===== src/rtl/mmio_driver_if.sv =====
// MMIO request/response bus between the PSL-side initiator (master) and the
// AFU MMIO responder (slave). Bit 0 is the most significant bit.
interface mmio_driver_if;
    logic        ha_mmval;
    logic        ha_mmcfg;
    logic        ha_mmrnw;
    logic        ha_mmdw;
    logic [0:23] ha_mmad;
    logic        ha_mmadpar;
    logic [0:63] ha_mmdata;
    logic        ha_mmdatapar;
    logic        ah_mmack;
    logic [0:63] ah_mmdata;
    logic        ah_mmdatapar;

    modport master (
        output ha_mmval, ha_mmcfg, ha_mmrnw, ha_mmdw, ha_mmad, ha_mmadpar,
               ha_mmdata, ha_mmdatapar,
        input  ah_mmack, ah_mmdata, ah_mmdatapar
    );

    modport slave (
        input  ha_mmval, ha_mmcfg, ha_mmrnw, ha_mmdw, ha_mmad, ha_mmadpar,
               ha_mmdata, ha_mmdatapar,
        output ah_mmack, ah_mmdata, ah_mmdatapar
    );
endinterface


===== src/rtl/mmio_driver.sv =====
// PSL-side MMIO initiator: one valid/ready command becomes one MMIO transaction
// with ack timeout and spurious-ack detection. Define MMIO_PARITY_CHECK_EN to
// build the read-data parity check (rsp_parerr); otherwise rsp_parerr is tied 0.
module mmio_driver #(
    parameter int TIMEOUT_CYCLES = 256,
    parameter int CNT_W          = 16
) (
    input  logic        ha_pclock,
    input  logic        ha_preset_n,
    input  logic        cmd_valid,
    output logic        cmd_ready,
    input  logic        cmd_cfg,
    input  logic        cmd_rnw,
    input  logic        cmd_dw,
    input  logic [0:23] cmd_addr,
    input  logic [0:63] cmd_wdata,
    mmio_driver_if.master mm,
    output logic        rsp_valid,
    output logic [0:63] rsp_data,
    output logic        rsp_timeout,
    output logic        rsp_parerr,
    output logic        spurious_ack
);

    typedef enum logic [1:0] {IDLE, ISSUE, WAIT, RESP} state_t;

    state_t           state, state_nxt;
    logic [CNT_W-1:0] wait_cnt;
    logic             cfg_q, rnw_q, dw_q;
    logic [0:23]      ad_q;
    logic [0:63]      wdata_q;
    logic [0:63]      rdata_q;
    logic             timeout_q, parerr_q, spurious_q;
    logic             accept, ack_hit, time_up, par_bad;

    assign accept  = (state == IDLE) && cmd_valid;
    assign ack_hit = (state == WAIT) && mm.ah_mmack;
    // An ack on the limit cycle takes priority over the timeout.
    assign time_up = (state == WAIT) && !mm.ah_mmack &&
                     (wait_cnt == CNT_W'(TIMEOUT_CYCLES - 1));

`ifdef MMIO_PARITY_CHECK_EN
    assign par_bad = (mm.ah_mmdatapar != (^mm.ah_mmdata));
`else
    assign par_bad = 1'b0;
`endif

    always_ff @(posedge ha_pclock or negedge ha_preset_n) begin
        if (!ha_preset_n) state <= IDLE;
        else              state <= state_nxt;
    end

    always_comb begin
        state_nxt = state;
        case (state)
            IDLE:    if (cmd_valid) state_nxt = ISSUE;
            ISSUE:   state_nxt = WAIT;
            WAIT:    if (ack_hit || time_up) state_nxt = RESP;
            RESP:    state_nxt = IDLE;
            default: state_nxt = IDLE;
        endcase
    end

    always_ff @(posedge ha_pclock or negedge ha_preset_n) begin
        if (!ha_preset_n)        wait_cnt <= '0;
        else if (state == WAIT)  wait_cnt <= wait_cnt + 1'b1;
        else                     wait_cnt <= '0;
    end

    // Word writes replicate the low word into both halves of the data bus.
    always_ff @(posedge ha_pclock or negedge ha_preset_n) begin
        if (!ha_preset_n) begin
            cfg_q   <= 1'b0;
            rnw_q   <= 1'b0;
            dw_q    <= 1'b0;
            ad_q    <= '0;
            wdata_q <= '0;
        end else if (accept) begin
            cfg_q   <= cmd_cfg;
            rnw_q   <= cmd_rnw;
            dw_q    <= cmd_dw;
            ad_q    <= cmd_addr;
            wdata_q <= cmd_rnw ? 64'd0 :
                       (cmd_dw ? cmd_wdata : {cmd_wdata[32:63], cmd_wdata[32:63]});
        end else if (state == RESP) begin
            cfg_q   <= 1'b0;
            rnw_q   <= 1'b0;
            dw_q    <= 1'b0;
            ad_q    <= '0;
            wdata_q <= '0;
        end
    end

    always_ff @(posedge ha_pclock or negedge ha_preset_n) begin
        if (!ha_preset_n) begin
            rdata_q   <= '0;
            timeout_q <= 1'b0;
            parerr_q  <= 1'b0;
        end else if (state == ISSUE) begin
            rdata_q   <= '0;
            timeout_q <= 1'b0;
            parerr_q  <= 1'b0;
        end else if (ack_hit) begin
            rdata_q   <= rnw_q ? mm.ah_mmdata : 64'd0;
            timeout_q <= 1'b0;
            parerr_q  <= rnw_q & par_bad;
        end else if (time_up) begin
            rdata_q   <= '0;
            timeout_q <= 1'b1;
            parerr_q  <= 1'b0;
        end
    end

    always_ff @(posedge ha_pclock or negedge ha_preset_n) begin
        if (!ha_preset_n) spurious_q <= 1'b0;
        else              spurious_q <= spurious_q | (mm.ah_mmack && (state != WAIT));
    end

    assign cmd_ready       = (state == IDLE) && ha_preset_n;
    assign mm.ha_mmval     = (state == ISSUE);
    assign mm.ha_mmcfg     = cfg_q;
    assign mm.ha_mmrnw     = rnw_q;
    assign mm.ha_mmdw      = dw_q;
    assign mm.ha_mmad      = ad_q;
    assign mm.ha_mmadpar   = ^ad_q;
    assign mm.ha_mmdata    = wdata_q;
    assign mm.ha_mmdatapar = ^wdata_q;

    assign rsp_valid    = (state == RESP);
    assign rsp_data     = rsp_valid ? rdata_q : 64'd0;
    assign rsp_timeout  = rsp_valid & timeout_q;
    assign rsp_parerr   = rsp_valid & parerr_q;
    assign spurious_ack = spurious_q;

endmodule


===== src/flat_wrapper.sv =====
// flat-port wrapper written by rule: the top's interface ports become plain ports
module mmio_driver_flat 
#(
    parameter int TIMEOUT_CYCLES = 256,
    parameter int CNT_W          = 16
)
  (ha_pclock, ha_preset_n, cmd_valid, cmd_ready, cmd_cfg, cmd_rnw, cmd_dw, cmd_addr, cmd_wdata, rsp_valid, rsp_data, rsp_timeout, rsp_parerr, spurious_ack, mm_ha_mmval, mm_ha_mmcfg, mm_ha_mmrnw, mm_ha_mmdw, mm_ha_mmad, mm_ha_mmadpar, mm_ha_mmdata, mm_ha_mmdatapar, mm_ah_mmack, mm_ah_mmdata, mm_ah_mmdatapar);
  mmio_driver_if mm_i ();
  input  logic ha_pclock;
  input  logic ha_preset_n;
  input  logic cmd_valid;
  output logic cmd_ready;
  input  logic cmd_cfg;
  input  logic cmd_rnw;
  input  logic cmd_dw;
  input  logic [0:23] cmd_addr;
  input  logic [0:63] cmd_wdata;
  output logic rsp_valid;
  output logic [0:63] rsp_data;
  output logic rsp_timeout;
  output logic rsp_parerr;
  output logic spurious_ack;
  output wire logic [$bits(mm_i.ha_mmval)-1:0] mm_ha_mmval;
  output wire logic [$bits(mm_i.ha_mmcfg)-1:0] mm_ha_mmcfg;
  output wire logic [$bits(mm_i.ha_mmrnw)-1:0] mm_ha_mmrnw;
  output wire logic [$bits(mm_i.ha_mmdw)-1:0] mm_ha_mmdw;
  output wire logic [$bits(mm_i.ha_mmad)-1:0] mm_ha_mmad;
  output wire logic [$bits(mm_i.ha_mmadpar)-1:0] mm_ha_mmadpar;
  output wire logic [$bits(mm_i.ha_mmdata)-1:0] mm_ha_mmdata;
  output wire logic [$bits(mm_i.ha_mmdatapar)-1:0] mm_ha_mmdatapar;
  input wire logic [$bits(mm_i.ah_mmack)-1:0] mm_ah_mmack;
  input wire logic [$bits(mm_i.ah_mmdata)-1:0] mm_ah_mmdata;
  input wire logic [$bits(mm_i.ah_mmdatapar)-1:0] mm_ah_mmdatapar;
  assign mm_ha_mmval = mm_i.ha_mmval;
  assign mm_ha_mmcfg = mm_i.ha_mmcfg;
  assign mm_ha_mmrnw = mm_i.ha_mmrnw;
  assign mm_ha_mmdw = mm_i.ha_mmdw;
  assign mm_ha_mmad = mm_i.ha_mmad;
  assign mm_ha_mmadpar = mm_i.ha_mmadpar;
  assign mm_ha_mmdata = mm_i.ha_mmdata;
  assign mm_ha_mmdatapar = mm_i.ha_mmdatapar;
  assign mm_i.ah_mmack = mm_ah_mmack;
  assign mm_i.ah_mmdata = mm_ah_mmdata;
  assign mm_i.ah_mmdatapar = mm_ah_mmdatapar;
  mmio_driver #(.TIMEOUT_CYCLES(TIMEOUT_CYCLES), .CNT_W(CNT_W)) u_core (.ha_pclock(ha_pclock), .ha_preset_n(ha_preset_n), .cmd_valid(cmd_valid), .cmd_ready(cmd_ready), .cmd_cfg(cmd_cfg), .cmd_rnw(cmd_rnw), .cmd_dw(cmd_dw), .cmd_addr(cmd_addr), .cmd_wdata(cmd_wdata), .mm(mm_i), .rsp_valid(rsp_valid), .rsp_data(rsp_data), .rsp_timeout(rsp_timeout), .rsp_parerr(rsp_parerr), .spurious_ack(spurious_ack));
endmodule

===== config.mk =====
export PLATFORM = sky130hd
export DESIGN_NAME = mmio_driver_flat
export DESIGN_NICKNAME = d
export VERILOG_FILES = /design/src/rtl/mmio_driver_if.sv /design/src/rtl/mmio_driver.sv /design/src/flat_wrapper.sv
export SDC_FILE = /design/constraint.sdc
export NUM_CORES = 1
export LEC_CHECK = 0
export BUFFER_PORTS_ARGS = -buffer_cell sky130_fd_sc_hd__clkbuf_2
export CORE_MARGIN = 8
export CORE_UTILIZATION = 53
export CTS_CLUSTER_SIZE = 8
export DETAILED_ROUTE_END_ITERATION = 6
export MAX_ROUTING_LAYER = met4
export PLACE_DENSITY_LB_ADDON = 0.2
export SETUP_SLACK_MARGIN = 0.3
export SLEW_MARGIN = 40
export SYNTH_ARGS = -nofsm -noshare
export SYNTH_HDL_FRONTEND = slang
export SYNTH_SLANG_ARGS = --single-unit

===== constraint.sdc =====
create_clock -name ha_pclock -period 4.5 [get_ports ha_pclock]
set_clock_uncertainty 0.2 [all_clocks]
set_input_delay 0.225 -clock ha_pclock [delete_from_list [all_inputs] [get_ports ha_pclock]]
set_output_delay 0.225 -clock ha_pclock [all_outputs]
set_load 0.1 [all_outputs]

==> results of run 1 <==
[layout by cell type (no fill, tap or decap), types with 3 or more instances in the layout]
cell type and n:
inv_1 5, ha_1 4, dlygate4sd3_1 157, bufinv_16 3
xor2_1 17, inv_6 8, clkbuf_2 319, buf_4 8
clkbuf_16 17, dfrtp_1 175, a22o_1 96, o21ai_0 60
nand2b_1 27, nor2_1 16, and2_1 69, diode_2 3
nand3_1 6, and3_1 3, xnor2_1 83, mux2i_1 32
nand2_1 64
[cell families (layout without fill, tap and decap cells)]
| family | after synthesis | after routing |
|---|---|---|
| AND/OR/NAND/NOR | 198 | 198 |
| flip-flops | 175 | 175 |
| multiplexers | 32 | 32 |
| adder cells (fa/ha/maj) | 5 | 5 |
| other | 1 | 4 |
| buffers and inverters | 54 | 524 |
| AO/OA/AOI/OAI | 161 | 161 |
| XOR/XNOR | 100 | 100 |
[worst max-delay path, stage by stage, from the launching register on]
cell and delay [ns]:
dfrtp_1 0.40, ha_2 0.72, buf_4 0.47, and2_1 0.23, clkbuf_2 0.48
[path summary, 6_finish.rpt]
kind | from | endpoint | slack, ns | depth (start not counted)
max in group asynchronous | ha_preset_n | u_core.mm.ha_mmad[2] | 2.90 | 3
setup / recovery | u_core.state[0] | rsp_data[6] | 1.33 | 4
hold / removal | ha_preset_n | u_core.mm.ha_mmad[17] | 0.17 | 2
hold reg to reg | u_core.wait_cnt[0] | u_core.wait_cnt[0] | 0.25 | 1
min in group ha_pclock | u_core.wait_cnt[0] | u_core.wait_cnt[0] | 0.25 | 1
setup reg to reg | u_core.state[0] | u_core.rdata_q[54] | 1.91 | 7
[registers in the layout (all words and copies together) (netlist names)]
signal               count
u_core.mm.ha_mmrnw       1
u_core.rdata_q          64
u_core.mm.ha_mmcfg       1
u_core.mm.ha_mmdata     64
u_core.mm.ha_mmdw        1
u_core.wait_cnt         16
u_core.state             2
u_core.spurious_ack      1
u_core.timeout_q         1
u_core.mm.ha_mmad       24
[layer usage]
layer | track usage | part of all wire | up-vias
li1 | - | - | 3403
met1 | 0.335 | 0.39 | 3648
met2 | 0.452 | 0.48 | 403
met3 | 0.0775 | 0.076 | 86
met4 | 0.163 | 0.049 | 0
met5 | - | 0 | -
[stage by stage]
step	setup WS, ns	cell area [sq um]	utilization	instances	hold slack, ns
CTS	1.33	12000	0.795	1383	0.172
floorplan	0.768	8160	-	726	-0.271
global route	1.16	12100	0.797	1385	0.208
finish	1.33	12100	0.797	1387	0.167
global placement	1.51	9850	0.650	1195	0.0501
detailed placement	1.72	9860	0.651	1195	0.0531
[area by class of cell]
cell class	instances	area (sq um)
clock inverters	13	173
inverters	6	22.5
well taps	188	235
flip-flops and latches	175	4380
clock buffers	18	439
multi-input cells	497	3540
diodes	3	7.51
repair buffers	487	3280
fillers	901	3070
[what timing repair did]
action / CTS / global route
hold endpoints to repair: 216 / 0
setup buffers: 0 / 0
hold buffers: 157 / 0
==> results.yml, run 1 <==
job:
  maxCapViolCount: 0
yosys:
  synthDistinctLibCells: 33
  avgSynthCellArea_sq_um: 11.2
  yosysTopAreaCellShare: 0.537
  synth_top_family_by_area: "compound AO/OA/AOI/OAI gates"
  async_reset_ff_frac: 1.00
  synth.area.mux_share: 0.0393
  synthCells: 726
  synth-compound-area-share: 0.146
  ys_ff_latch: 175
  synth_top_area_cell: "dfrtp_1"
  yosys.area_share.simple: 0.130
  synth_area_leaders: "dfrtp_1 54%, a22o_1 10%, xnor2_1 8.9%, and2_1 5.4%, mux2i_1 3.9%"
  yosysSeqAreaShare: 0.537
  synth-xor-area-share: 0.107
  yosys_warnings: 0
  synth_flop_cell: "dfrtp_1"
  synth_area_sq_um: 8160
  synth.most_common_cell: "dfrtp_1"
  syn_nets: 891
  ys_top_cells_by_count: "175 x dfrtp_1, 96 x a22o_1, 83 x xnor2_1"
  synth_edf_count: 0
  synth_fa_ha_area_frac: 0.00767
clock_tree:
  cts.repair.resized: 0
  clockBufferDepth: 2
  numCtsBuffers: 17
  cts_tree: "built"
  clkSinkCount: 175
  clk_pin_slew_worst_paths_ns: 0.07
  cts-root-buf: "clkbuf_16"
  worst_skew_pair.late_latency_ns: 0.42
  cts_htree_levels: 4
sta:
  fin_crit_sh: 0.704
  setup_viol: 0
  slew_headroom: 0.478
  tns_ns: 0
  max_freq_ghz: 0.316
  slew_violations: 0
  finalCriticalPeriod_ns: 3.17
  rsz0062_at_grt: "false"
  tightestPinTransition_ns: 0.784
  hold_violations: 0
status:
  status: "finished, final reports clean"
routing:
  drt_iter0_markers: 415
  vias_per_cell: 5.44
  wirelength_microns: 27400
  ant_nets: 0
  vias: 7540
  firstDrtPassIters: 5
  wl_per_cell_microns: 19.8
  drc_errors: 0
grt:
  antenna_found_initial: 1
  grt_pass1_vias: 8106
  grt_pass1_wl_microns: 43400
  grt_overflow: 0
  grt_usage: 0.289
  grt_max_degree: 72
final_layout:
  fin_nets: 1349
  syn2layout_area_growth_pct: 48.0
  drive_gt1_frac: 0.312
placement:
  dp_hpwl_microns: 16700
  port_buffers: 320
  gp_congestion: 0.823
critical_path:
  start_kind: "flop"
  critical_path_arrival_ns: 2.74
  worstSetupEndpointType: "output port"
  critPathKind: "flop to output port"
  cp.required_ns: 4.07
  critical_path_peak_fanout: 48
floorplan:
  core-area_sq_um: 15100
  ioPinCount: 323
  die_h_microns: 140
  die-width_microns: 140
  start_util: 0.539
  rows: 45
  dieArea_sq_um: 19600
min_path:
  min_path_type: "input port to async pin"
Power of run 1 is not shown: default switching activity piles up to over one toggle a cycle in this logic, so the estimate is an artifact.
==> run 2: changes to the inputs <==
--- a/config.mk
+++ b/config.mk
@@ -7,7 +7,7 @@
 export LEC_CHECK = 0
 export BUFFER_PORTS_ARGS = -buffer_cell sky130_fd_sc_hd__clkbuf_2
 export CORE_MARGIN = 8
-export CORE_UTILIZATION = 53
+export CORE_UTILIZATION = 44
 export CTS_CLUSTER_SIZE = 8
 export DETAILED_ROUTE_END_ITERATION = 6
 export MAX_ROUTING_LAYER = met4
==> constraint.sdc (replaced) <==
create_clock -name ha_pclock -period 2.6 [get_ports ha_pclock]
set_clock_uncertainty 0.2 [all_clocks]
set_input_delay 0.13 -clock ha_pclock [delete_from_list [all_inputs] [get_ports ha_pclock]]
set_output_delay 0.13 -clock ha_pclock [all_outputs]
set_load 0.1 [all_outputs]
==> results.yml, run 2 (synthesis gave the netlist of run 1 again) <==
sta:
  setup_viol: 0
  slew_headroom: 0.540
  finalCriticalPeriod_ns: 2.55
  fin_crit_sh: 0.980
  fin_worst_hold_slack_ns: 0.165
  tightestPinTransition_ns: 0.689
  tns_ns: 0
  rsz0062_at_grt: "true"
  slew_violations: 0
  hold_violations: 0
  max_freq_ghz: 0.393
critical_path:
  cpMostUsedCell: "xnor2_2"
  critical_path_peak_fanout: 3
  cp_cell_sequence: "xnor2_2 > xnor2_2 > xnor2_2 > xnor2_1 > xnor2_2 > xnor2_4 > buf_12"
  critical_path_arrival_ns: 2.22
  crit_slowest_cell: "dfrtp_2"
  critPathKind: "flop to output port"
  cp.required_ns: 2.27
  worstSetupEndpointType: "output port"
  start_kind: "flop"
  slowest_delay_ns: 0.43
placement:
  dp.cells: 1245
  dp_hpwl_microns: 17500
  port_buffers: 320
  gp_congestion: 0.789
  place_area_sq_um: 11200
clock_tree:
  cts-root-buf: "clkbuf_16"
  worst_skew_pair.late_latency_ns: 0.41
  cts_tree: "built"
  clockBufferDepth: 2
  numCtsBuffers: 17
  clkSinkCount: 175
  cts_htree_levels: 4
  clk_pin_slew_worst_paths_ns: 0.07
final_layout:
  seqCellArea_sq_um: 4490
  multi_input_area_sq_um: 3820
  drive_gt1_frac: 0.464
  finalNonFillerCells: 1447
  fillCellCount: 1171
  syn2layout_area_growth_pct: 67.2
  postLayoutCellArea_sq_um: 13600
  final_common_cell: "clkbuf_2"
  fin_nets: 1363
  mostFrequentLayoutCells: "251 x clkbuf_2, 157 x dlygate4sd3_1, 96 x a22o_1, 88 x dfrtp_2, 87 x dfrtp_1"
floorplan:
  die_h_microns: 152
  ioPinCount: 323
  core-area_sq_um: 18500
  rows: 50
  die-width_microns: 152
  start_util: 0.442
  dieArea_sq_um: 23200
routing:
  firstDrtPassIters: 5
  vias: 7409
  wl_met2_microns: 13200
  wl_met1_microns: 11300
  vias_per_cell: 5.12
  wl_per_cell_microns: 19.1
  ant_nets: 0
  drc_errors: 0
  drt_iter0_markers: 378
  dr.max_layer_used: "met4"
  wirelength_microns: 27600
  wl_met3_microns: 2270
grt:
  antenna_found_initial: 2
  grt_pass1_wl_microns: 44100
  grt_overflow: 0
  grt_usage: 0.245
  grt_pass1_vias: 8109
  grt_max_degree: 93
job:
  maxCapViolCount: 0
min_path:
  min_path_type: "input port to async pin"
status:
  status: "finished, final reports clean"
run 2: cell types whose count changed in the layout (fill, tap and decap cells not counted), sizes merged:
cell,previous run,this run
buf,11,93
clkinv,1,3
bufinv,3,2
clkinvlp,1,3
inv,14,9
clkbuf,337,272
diode,3,2
run 2: path summary, 6_finish.rpt:
path	from	to	slack (ns)	cells past startpoint
min reg2reg	u_core.spurious_ack	u_core.spurious_ack	0.26	1
max	u_core.mm.ha_mmdata[60]	mm_ha_mmdatapar	0.05	7
min	ha_preset_n	u_core.mm.ha_mmad[16]	0.16	3
min in group ha_pclock	cmd_dw	u_core.mm.ha_mmdw	0.21	3
max in group asynchronous	ha_preset_n	u_core.rdata_q[30]	1.56	3
max reg2reg	u_core.wait_cnt[0]	u_core.rdata_q[52]	0.41	8
run 2: timing repair:
action	4_1_cts	5_1_grt
hold buffers	159	0
resized for setup	12	13
buffers inserted	7	2
endpoints found under the setup margin	2	41
endpoints found under the hold margin	333	0
pin swaps	15	16
run 2: stage by stage:
stage	util	setup WS, ns
6_report	0.739	0.0528
5_1_grt	0.739	-0.0442
4_1_cts	0.734	0.0266
3_5_place_dp	0.608	0.350
3_3_place_gp	0.608	0.386
2_1_floorplan	-	0.129
run 2: final cells by class:
type	instances	share of cell area
flip-flops and latches	175	0.329
repair buffers	501	0.324
multi-input cells	497	0.280
clock buffers	21	0.0337
well taps	234	0.0215
clock inverters	11	0.00963
inverters	6	0.00165
diodes	2	0.000367
run 2: layer usage:
layer  vias up  GRT usage
met4         0     0.0957
met1      3622      0.283
li1       3417          -
met3        50     0.0817
met2       320      0.389
met5         -          -
run 2: critical path, delay by kind of cell, from the launching register on:
family / cells / cell delay [ns]
buf+inv: 1 / 0.19
xor+xnor: 6 / 1.18
flops: 1 / 0.43
Power of run 2 is left out for the same reason.
==> run 3: changes to the inputs <==
--- a/config.mk
+++ b/config.mk
@@ -12,7 +12,9 @@
 export DETAILED_ROUTE_END_ITERATION = 6
 export MAX_ROUTING_LAYER = met4
 export PLACE_DENSITY_LB_ADDON = 0.2
+export REMOVE_ABC_BUFFERS = 1
 export SETUP_SLACK_MARGIN = 0.3
+export SKIP_CTS_REPAIR_TIMING = 1
 export SLEW_MARGIN = 40
 export SYNTH_ARGS = -nofsm -noshare
 export SYNTH_HDL_FRONTEND = slang
==> results.yml, run 3 (synthesis gave the netlist of run 1 again) <==
final_layout:
  utilization: 0.686
  syn2layout_area_growth_pct: 55.2
  fin_nets: 1367
  drive_gt1_frac: 0.341
  fillCellCount: 1339
  finalNonFillerCells: 1450
  final_common_cell: "clkbuf_2"
  mostFrequentLayoutCells: "252 x clkbuf_2, 174 x dfrtp_1, 157 x dlygate4sd3_1, 96 x a22o_1, 69 x and2_1"
critical_path:
  ff2ff_setup_slack_ns: 0.42
  critPathLaunch: "u_core.mm.ha_mmdata[38]"
  cp.required_ns: 2.27
  worstSetupEndpointType: "output port"
  critPathKind: "flop to output port"
  critical_path_arrival_ns: 2.23
  critical_path_peak_fanout: 3
  start_kind: "flop"
  r2r-start: "u_core.wait_cnt[0]"
routing:
  vias: 7371
  drc_errors: 0
  wirelength_microns: 27400
  ant_nets: 0
  drt_iter0_markers: 295
  vias_per_cell: 5.08
  firstDrtPassIters: 4
  wl_per_cell_microns: 18.9
clock_tree:
  cts-root-buf: "clkbuf_16"
  numCtsBuffers: 17
  cts_tree: "built"
  worst_skew_pair.late_latency_ns: 0.42
  clockBufferDepth: 2
  clk_pin_slew_worst_paths_ns: 0.07
  cts_htree_levels: 4
  clkSinkCount: 175
placement:
  port_buffers: 320
  dp_hpwl_microns: 16800
  place_ws_ns: 0.419
  gp_congestion: 0.811
  dp.cells: 1245
sta:
  slew_headroom: 0.566
  setup_viol: 0
  hold_violations: 0
  fin_crit_sh: 0.985
  slew_violations: 0
  rsz0062_at_grt: "true"
  tightestPinTransition_ns: 0.650
  max_freq_ghz: 0.391
  finalCriticalPeriod_ns: 2.56
  tns_ns: 0
  setup_ws_ns: 0.0400
grt:
  grt_max_degree: 106
  antenna_found_initial: 1
  grt_overflow: 0
  grt_usage: 0.210
  grt_pass1_vias: 6987
  grt_pass1_wl_microns: 38000
floorplan:
  rows: 50
  ioPinCount: 323
  core-area_sq_um: 18500
  die-width_microns: 152
  dieArea_sq_um: 23200
  die_h_microns: 152
  start_util: 0.442
status:
  status: "finished, final reports clean"
job:
  maxCapViolCount: 0
min_path:
  min_path_type: "input port to async pin"
-- run 3: cell count changes in the layout (fill, tap and decap cells not counted), moves of 3 or more --
cell	change
dfrtp_2	-87
buf_6	+5
dfrtp_1	+87
and2_1	+65
and2_2	-65
buf_12	-68
xnor2_1	+3
clkbuf_4	+63
-- run 3: routing by layer --
metal / global-route usage / vias up / share of wire
met4: 0.0576 / 0 / 0.019
met2: 0.321 / 324 / 0.48
met3: 0.0579 / 39 / 0.066
met5: - / - / 0
met1: 0.271 / 3573 / 0.43
li1: - / 3435 / -
-- run 3: final cells by class --
cell class                      count  area (sq um)  share of cell area
Antenna cell                        1          2.50            0.000198
Clock buffer                       20           457              0.0361
Inverter                            6          25.0             0.00198
Sequential cell                   175          4380               0.346
Multi-Input combinational cell    497          3720               0.294
Clock inverter                     12           100             0.00790
Tap cell                          234           293              0.0231
Timing Repair Buffer              505          3680               0.291
-- run 3: path summary, 6_finish.rpt --
check                                       end  cells past startpoint
setup / recovery                mm_ha_mmdatapar                      7
hold reg to reg             u_core.spurious_ack                      1
max in group asynchronous   u_core.wait_cnt[15]                      3
setup reg to reg             u_core.rdata_q[57]                      8
min in group ha_pclock        u_core.mm.ha_mmdw                      3
hold / removal             u_core.mm.ha_mmad[5]                      3
-- run 3: per-stage QoR --
stage               hold slack [ns]  instance area, sq um
floorplan                    -0.366                  7920
global placement             0.0494                 10000
CTS                          -0.395                 10600
global route                  0.185                 12700
finish                        0.122                 12700
detailed placement           0.0685                 10000
-- run 3: critical path: stages (launching register included) --
cell and delay [ns]:
dfrtp_1 0.41, xnor2_1 0.24, xnor2_1 0.17, xnor2_1 0.16, xnor2_1 0.19, xnor2_1 0.16, xnor2_1 0.14, bufbuf_16 0.33
Power of run 3 is left out for the same reason.
